==> config.mk <==
export PLATFORM = sky130hd
export DESIGN_NAME = fifo_sync_param
export DESIGN_NICKNAME = d
export VERILOG_FILES = /design/src/rtl/fifo_pkg.sv /design/src/rtl/fifo_ram.sv /design/src/rtl/fifo_sync_param.sv
export SDC_FILE = /design/constraint.sdc
export NUM_CORES = 1
export LEC_CHECK = 0
export BUFFER_PORTS_ARGS = -buffer_cell sky130_fd_sc_hd__buf_2
export CAP_MARGIN = 5
export CORE_MARGIN = 2
export CORE_UTILIZATION = 30
export DETAILED_ROUTE_END_ITERATION = 8
export PLACE_DENSITY = 0.58
export SYNTH_ARGS = -nofsm -noshare
export SYNTH_HDL_FRONTEND = slang
export SYNTH_SLANG_ARGS = --single-unit
==> constraint.sdc <==
create_clock -name clk -period 4.41 [get_ports clk]
set_clock_uncertainty 0.2 [all_clocks]
set_input_delay 0.6615 -clock clk [delete_from_list [all_inputs] [get_ports clk]]
set_output_delay 0.6615 -clock clk [all_outputs]
set_load 0.01 [all_outputs]
==> src/rtl/fifo_pkg.sv <==
// Shared sizing helpers and the bundled status type for the synchronous FIFO family.
package fifo_pkg;

    function automatic int cnt_width(input int depth);
        return $clog2(depth + 1);
    endfunction

    // A depth of 1 would give a zero-width pointer, so it is clamped to one bit.
    function automatic int ptr_width(input int depth);
        return (depth > 1) ? $clog2(depth) : 1;
    endfunction

    typedef struct packed {
        logic empty;
        logic full;
        logic almost_empty;
        logic almost_full;
        logic overflow;
        logic underflow;
    } fifo_status_t;

endpackage

==> src/rtl/fifo_ram.sv <==
// Simple dual-port storage: one write port, one registered read port.
module fifo_ram
    import fifo_pkg::*;
#(
    parameter int DATA_WIDTH = 32,
    parameter int DEPTH      = 8
) (
    input  logic                          clk,
    input  logic                          rst_i,
    input  logic                          wr_en_i,
    input  logic [ptr_width(DEPTH)-1:0]   wr_addr_i,
    input  logic [DATA_WIDTH-1:0]         wr_data_i,
    input  logic                          rd_en_i,
    input  logic [ptr_width(DEPTH)-1:0]   rd_addr_i,
    output logic [DATA_WIDTH-1:0]         rd_data_o
);

    logic [DATA_WIDTH-1:0] mem_q [DEPTH];
    logic [DATA_WIDTH-1:0] rd_data_q;

    // NOTE: the array has no reset so it maps onto RAM; only written entries are ever read.
    always_ff @(posedge clk) begin
        if (wr_en_i) begin
            mem_q[wr_addr_i] <= wr_data_i;
        end
    end

    // Read-before-write: a same-address read returns the old word.
    always_ff @(posedge clk) begin
        if (rst_i) begin
            rd_data_q <= '0;
        end else if (rd_en_i) begin
            rd_data_q <= mem_q[rd_addr_i];
        end
    end

    assign rd_data_o = rd_data_q;

endmodule

==> src/rtl/fifo_sync_param.sv <==
// Parametrised synchronous FIFO: circular buffer with registered read data,
// occupancy count, threshold flags and sticky overflow/underflow errors.
module fifo_sync_param
    import fifo_pkg::*;
#(
    parameter int DATA_WIDTH = 32,
    parameter int DEPTH      = 8,
    parameter int AF_THRESH  = DEPTH - 1,
    parameter int AE_THRESH  = 1
) (
    input  logic                          clk,
    input  logic                          rst,
    input  logic                          flush,
    input  logic                          push,
    input  logic [DATA_WIDTH-1:0]         data_in,
    input  logic                          pop,
    output logic [DATA_WIDTH-1:0]         data_out,
    output logic                          rd_valid,
    output logic                          empty,
    output logic                          full,
    output logic                          almost_full,
    output logic                          almost_empty,
    output logic [cnt_width(DEPTH)-1:0]   count,
    output logic                          overflow,
    output logic                          underflow
);

    localparam int PW = ptr_width(DEPTH);
    localparam int CW = cnt_width(DEPTH);

    localparam logic [PW-1:0] LAST_PTR = PW'(DEPTH - 1);
    localparam logic [CW-1:0] FULL_CNT = CW'(DEPTH);
    localparam logic [CW-1:0] AF_CNT   = CW'(AF_THRESH);
    localparam logic [CW-1:0] AE_CNT   = CW'(AE_THRESH);

    logic [PW-1:0] wr_ptr_q, wr_ptr_d;
    logic [PW-1:0] rd_ptr_q, rd_ptr_d;
    logic [CW-1:0] count_q, count_d;
    logic          rd_valid_q, rd_valid_d;
    logic          overflow_q, overflow_d;
    logic          underflow_q, underflow_d;

    logic pop_ok, push_ok, wr_en, rd_en;

    // Explicit compare so non-power-of-2 depths wrap correctly.
    function automatic logic [PW-1:0] next_ptr(input logic [PW-1:0] ptr);
        return (ptr == LAST_PTR) ? '0 : ptr + PW'(1);
    endfunction

    assign empty        = (count_q == '0);
    assign full         = (count_q == FULL_CNT);
    assign almost_full  = (count_q >= AF_CNT);
    assign almost_empty = (count_q <= AE_CNT);
    assign count        = count_q;
    assign rd_valid     = rd_valid_q;
    assign overflow     = overflow_q;
    assign underflow    = underflow_q;

    assign pop_ok  = pop && !empty;
    assign push_ok = push && (!full || pop_ok);
    assign wr_en   = push_ok && !flush;
    assign rd_en   = pop_ok && !flush;

    // NOTE: every next-state signal gets its default first so no latch is inferred.
    always_comb begin
        wr_ptr_d    = wr_ptr_q;
        rd_ptr_d    = rd_ptr_q;
        count_d     = count_q;
        rd_valid_d  = rd_en;
        overflow_d  = overflow_q | (push && !push_ok && !flush);
        underflow_d = underflow_q | (pop && empty && !flush);

        if (flush) begin
            wr_ptr_d = '0;
            rd_ptr_d = '0;
            count_d  = '0;
        end else begin
            if (wr_en) wr_ptr_d = next_ptr(wr_ptr_q);
            if (rd_en) rd_ptr_d = next_ptr(rd_ptr_q);
            case ({wr_en, rd_en})
                2'b10:   count_d = count_q + CW'(1);
                2'b01:   count_d = count_q - CW'(1);
                default: count_d = count_q;
            endcase
        end
    end

    // NOTE: state registers use non-blocking assignments only.
    always_ff @(posedge clk) begin
        if (rst) begin
            wr_ptr_q    <= '0;
            rd_ptr_q    <= '0;
            count_q     <= '0;
            rd_valid_q  <= 1'b0;
            overflow_q  <= 1'b0;
            underflow_q <= 1'b0;
        end else begin
            wr_ptr_q    <= wr_ptr_d;
            rd_ptr_q    <= rd_ptr_d;
            count_q     <= count_d;
            rd_valid_q  <= rd_valid_d;
            overflow_q  <= overflow_d;
            underflow_q <= underflow_d;
        end
    end

    fifo_ram #(
        .DATA_WIDTH (DATA_WIDTH),
        .DEPTH      (DEPTH)
    ) u_ram (
        .clk       (clk),
        .rst_i     (rst),
        .wr_en_i   (wr_en),
        .wr_addr_i (wr_ptr_q),
        .wr_data_i (data_in),
        .rd_en_i   (rd_en),
        .rd_addr_i (rd_ptr_q),
        .rd_data_o (data_out)
    );

endmodule

==> run summary, run 1 <==
Power Dens Cells = 436 nW/um^2
Final ANT Viol Nets = 0
Flops & latches, synth = 301
Final Max Slew Viols = 0
First-pass GRT wire length = 35.2 mm
Postcts setup bufs = 0
Synth top cells by count = edfxtp_1 (256), mux2i_1 (66), nor2_1 (46)
Root Buffer = clkbuf_16
Sequential share of power = 53.4%
Starting Density = 30.3%
Leakage = 4.28 nW
GP Congestion = 0.703
1st-pass router iterations = 4
IO Pins = 80
Setup crit end kind = register
Largest net degree at the start of global routing = 47
Clock tree buffer depth = 3
# hold bufs at CTS = 0
Worst slew pin tran = 0.907 ns
Core box area = 37,400 sq um
R2R setup slack = 1.19 ns
Top-count cell post-synth = edfxtp_1
Met1 usage = 15.1%
Ys async rst share = 0%
Post-synth top flop = edfxtp_1
Vias = 5,680
Die Span Y = 198 um
Int Power = 4.71 mW
Sequential area share after synthesis = 75.8%
Grt met2 use = 20.5%
Final net count = 772
Area leader, netlist = edfxtp_1
GR peak layer = met2
Max cap viols = 0
Final setup viols = 0
Synth unique cells = 32
Status = finished clean
Period utilization = 72.9%
Sinks on Clock Net = 301
Leading post-synthesis cells by cell area = edfxtp_1 (68%), dfxtp_1 (7.9%), mux4_2 (6.4%)
Max Clk Rate = 311 MHz
Gr ovfl total = 0
CP Data Arrival Time = 3.44 ns
Total Wirelength = 22.5 mm
Synthesized cell area = 11,300 sq um
Row cnt = 71
Vias per cell = 4.50
CTS tree = built
Initial DRC Count = 346
Critical path required time = 4.64 ns
Final hold viol count = 0
PostCTS Resize Cnt = 0
Sw Share = 19.6%
TNS Setup = 0 ns
Yosys warning total = 0
# DRC = 0
Number of global-route vias before repair = 5,984
Clock transition at path regs = 0.06 ns
Tightest Hold Check Type = input port to register
Startpoint class of the critical path = register
HPWL Detailed = 13.4 mm
Critical path class = register to register
Post-synth net total = 682
Gate power share = 2.7%
EDFF count, synth = 256
Met3 Use GR = 2.12%
Rel. slew slack = 39.5%
Clock Power Share = 43.9%
Layout cells sized above 1 = 25.4%
ANT cells = 0
Fillers = 3,481
Routed len/inst = 17.9 um
Synth top area share = 67.8%
Die Wd = 198 um
Maximum vdd ir drop = 0.287 mV
Cts bufs inserted = 31
Final Critical Period = 3.22 ns
P_sw = 1.15 mW
Initial antenna violation count = 1
Area grow syn2layout = 18.5%
Min Hold Slack = 0.191 ns
Die footprint = 39,400 sq um
Worst skew pair latency = 0.54 ns
Synth Instances = 637
Buffers on Ports = 79
CP max FO = 38
RSZ-0062 raised after global routing = no
Total track usage = 11.6%
Syn Area/Cell = 17.8 sq um
Htree depth = 1
[layer usage]
layer | vias up | routed length [um]
li1 | 2713 | -
met1 | 2827 | 9600
met2 | 109 | 11300
met3 | 29 | 1290
met4 | 2 | 360
met5 | - | 13
[path summary, 6_finish.rpt]
path,depth (start not counted),to,startpoint
hold / removal,1,u_ram.mem_q[6][23]$_DFFE_PP_,data_in[23]
hold reg to reg,2,u_ram.rd_data_o[10]$_SDFFE_PP0P_,u_ram.rd_data_o[10]$_SDFFE_PP0P_
setup reg to reg,11,count[3]$_SDFFE_PP0P_,count[0]$_SDFFE_PP0P_
setup / recovery,11,count[3]$_SDFFE_PP0P_,count[0]$_SDFFE_PP0P_
[cells in the final DEF (no fill, tap or decap), drive strengths merged, types with 2 or more instances in the layout]
master and instances:
clkinvlp 3, mux2i 66, or3b 3, or2 3, nand2 7, nor3 35
inv 5, edfxtp 256, buf 96, a21oi 7, ha 8, a211oi 33
xor2 2, a31oi 2, dfxtp 45, nor2 46, mux4 32, or3 3
clkinv 12, bufinv 4, clkbuf 38, nand2b 4, o22ai 32
[metrics by stage]
stage               setup slack, ns  cell area (sq um)  utilization, %  std cells  power (mW)
floorplan                     0.694              11300               -        637        3.27
global placement               1.20              12400            33.2       1205        3.35
detailed placement             1.18              12400            33.2       1205        3.35
CTS                            1.17              13400            35.9       1262        5.92
global route                  0.982              13400            35.9       1262        6.06
finish                         1.19              13400            35.9       1262        5.86
[cell type report]
cell class,instances,area (sq um),area share (%)
Inverter,5,18.8,0.140
Timing Repair Buffer,96,561,4.17
Clock inverter,19,204,1.52
Multi-Input combinational cell,292,2600,19.4
Tap cell,511,639,4.76
Sequential cell,301,8590,64.0
Clock buffer,38,812,6.05
[sequential cells by signal, indices dropped and copies added (netlist names)]
signal           flops
underflow            1
overflow             1
wr_ptr_q             3
u_ram.rd_data_o     32
count                4
rd_ptr_q             3
u_ram.mem_q        256
rd_valid             1
[power by group through the flow]
| stage | registers [mW] | logic, mW | clock network [mW] |
|---|---|---|---|
| after floorplan | 3.19 | 0.0749 | 0 |
| after global placement | 3.19 | 0.160 | 0 |
| after detailed placement | 3.19 | 0.163 | 0 |
| after CTS | 3.13 | 0.164 | 2.63 |
| after global routing | 3.13 | 0.181 | 2.75 |
| final | 3.13 | 0.159 | 2.57 |
[worst max-delay path, cell delays in order, from the launching register on]
cell and delay (ns):
dfxtp_1 0.44, inv_1 0.07, ha_1 0.25, nor3b_1 0.18
or3b_1 0.36, buf_4 0.29, clkinv_1 0.11, ha_1 0.23
or4b_2 0.60, a21oi_1 0.19, xnor2_1 0.13, nor2_1 0.05
[logic make-up after synthesis]
group / Yosys count / share of synthesized area [%]
DFF: 301 / 75.8
muxes: 98 / 12.2
xor gates and xnor gates: 3 / 0.232
AOI/OAI and AO/OA: 76 / 4.48
adders and majority gates: 8 / 0.883
and+or+nand+nor: 107 / 4.55
buffers and inverters: 44 / 1.90
Power figures use the tool's default switching activity.
==> run 2: changes to the inputs <==
- clock period: 4.41 -> 2.95 ns (I/O delays scaled with it)
==> run 2 against run 1 <==
- final cell count grew 1.5%
- critical path type unchanged
- sequential cell count did not move
- sequential share of layout area decreased by 1.2 points
==> run summary, run 2 (synthesis gave the netlist of run 1 again) <==
Root Buffer = clkbuf_16
1st-pass router iterations = 6 (+2)
Gr ovfl total = 0 (unchanged)
Critical path required time = 3.13 ns (-1.51 ns)
Fillers = 3,499 (+0.52%)
Die Wd = 198 um (unchanged)
Largest net degree at the start of global routing = 38 (-19%)
Worst skew pair latency = 0.49 ns (-0.05 ns)
Crit path buffers/inverters = 2 (-1)
Htree depth = 2 (+1)
Biggest register = u_ram.mem_q
Setup crit end kind = register
Min Hold Slack = 0.0191 ns (-0.172 ns)
Starting Density = 30.3% (unchanged)
Vias = 5,845 (+2.9%)
Row cnt = 71 (unchanged)
Tightest Hold Check Type = input port to register
Pwr Total = 8.85 mW (+51%)
Period utilization = 93.9% (+21 points)
Initial DRC Count = 328 (-5.2%)
CTS tree = built
Worst slew pin tran = 0.585 ns (-0.322 ns)
Final net count = 791 (+2.5%)
Final Max Slew Viols = 0 (unchanged)
Critical path class = register to register
Area of the multi-input gates = 2610 sq um (+0.43%)
Status = finished clean
First-pass GRT wire length = 35.9 mm (+2.0%)
Fin cells = 1,281 (+1.5%)
Clock tree buffer depth = 3 (unchanged)
Final hold viol count = 0 (unchanged)
Final setup viols = 0 (unchanged)
CP max FO = 5 (-87%)
Most frequent cells in the layout = edfxtp_1 (256), buf_2 (79), mux2i_1 (66)
Clock transition at path regs = 0.06 ns (about the same)
Final Critical Period = 2.77 ns (-0.444 ns)
Initial antenna violation count = 2 (+1)
Area grow syn2layout = 20.8%
Sinks on Clock Net = 301 (unchanged)
Startpoint class of the critical path = register
Placed insts = 1,215 (+0.83%)
HPWL Detailed = 13.6 mm (+2.0%)
Cell area after layout = 13,700 sq um (+2.0%)
Layout cells sized above 1 = 26.4% (+0.93 points)
IO Pins = 80 (unchanged)
Core box area = 37,400 sq um (unchanged)
Number of global-route vias before repair = 6,033 (+0.82%)
Total Wirelength = 23.4 mm (+3.7%)
Die footprint = 39,400 sq um (unchanged)
CP Data Arrival Time = 2.95 ns (-0.49 ns)
Rel. slew slack = 61.0% (+21 points)
Most common cell after layout, fill and taps aside = edfxtp_1
Die Span Y = 198 um (unchanged)
Routed len/inst = 18.2 um (+2.2%)
RSZ-0062 raised after global routing = no
CP top delay family = simple AND/OR/NAND/NOR gates
Max stage delay cell, worst path = or4b_2
Vias per cell = 4.56 (+1.4%)
Power Dens Cells = 646 nW/um^2 (+48%)
Max cap viols = 0 (unchanged)
# DRC = 0 (unchanged)
Maximum vdd ir drop = 0.334 mV (+16%)
GP Congestion = 0.711 (+1.1%)
CP max stage delay = 0.59 ns (about the same)
Buffers on Ports = 79 (unchanged)
Post-DP Area = 12,600 sq um (+1.4%)
Final ANT Viol Nets = 0 (unchanged)
Total track usage = 12.1% (+0.44 points)
Leakage = 4.39 nW (+2.6%)
Seq. cell area = 8600 sq um (about the same)
Max Clk Rate = 361 MHz (+16%)
Crit-path cells = inv_1 -> ha_2 -> nor3b_1 -> or3b_1 -> clkinv_1 -> ha_1 -> or4b_2 -> a21oi_1 -> xnor2_1 -> nor2_1
Cts bufs inserted = 34 (+9.7%)
Max reg flops = 256 (unchanged)
ANT cells = 0 (unchanged)
Postcts setup bufs = 0 (unchanged)
-- run 2: cell types whose count changed in the layout (fill, tap and decap cells not counted), sizes merged --
cell,previous run,this run
dlygate4sd3,0,6
buf,96,106
clkbuf,38,51
clkinv,12,7
bufinv,4,1
clkinvlp,3,1
-- run 2: power by group --
part           total [mW]  leakage [nW]  switching (mW)  internal [mW]
clock                3.92         0.508            1.57           2.35
sequential           4.67          2.68          0.0189           4.66
combinational       0.253          1.20           0.158         0.0951
total                8.85          4.39            1.75           7.10
-- run 2: path summary, 6_finish.rpt --
kind | start | end | slack, ns | cells past startpoint
hold reg to reg | underflow$_SDFF_PP0_ | underflow$_SDFF_PP0_ | 0.28 | 2
setup / recovery | count[1]$_SDFFE_PP0P_ | count[3]$_SDFFE_PP0P_ | 0.18 | 10
setup reg to reg | count[1]$_SDFFE_PP0P_ | count[3]$_SDFFE_PP0P_ | 0.18 | 10
hold / removal | data_in[3] | u_ram.mem_q[0][3]$_DFFE_PP_ | 0.02 | 1
-- run 2: stage by stage --
step	utilization (%)	TNS (ns)	setup WS (ns)
global route	36.6	0	0.0735
CTS	36.6	0	0.165
floorplan	-	-5.48	-0.0333
finish	36.6	0	0.179
global placement	33.7	0	0.208
detailed placement	33.7	0	0.184
-- run 2: worst reg2reg max path, delay by kind of cell (launching register included) --
kind            cells  cell delay, ns
simple gates        4            1.20
compound gates      1            0.19
buf+inv             2            0.14
fa+ha+maj           2            0.44
xor+xnor            1            0.13
flops               1            0.36
-- run 2: repair_timing --
item                                    in CTS  in global routing
gates resized for setup                      0                  1
endpoints found under the setup margin       0                  1
hold endpoints to repair                    45                  0
hold buffers                                 6                  0
-- run 2: area by class of cell --
cell class,count,share of cell area (%)
inverters,5,0.137
clock buffers,51,7.05
flip-flops and latches,301,62.8
multi-input cells,292,19.1
repair buffers,112,5.72
clock inverters,9,0.548
well taps,511,4.67
-- run 2: metal layers --
metal,track usage (%),vias to the layer above,share of wire [%]
li1,-,2751,-
met5,0,-,0.11
met1,15.5,2931,44
met3,2.59,36,5.3
met2,20.6,123,49
met4,3.51,4,1.7
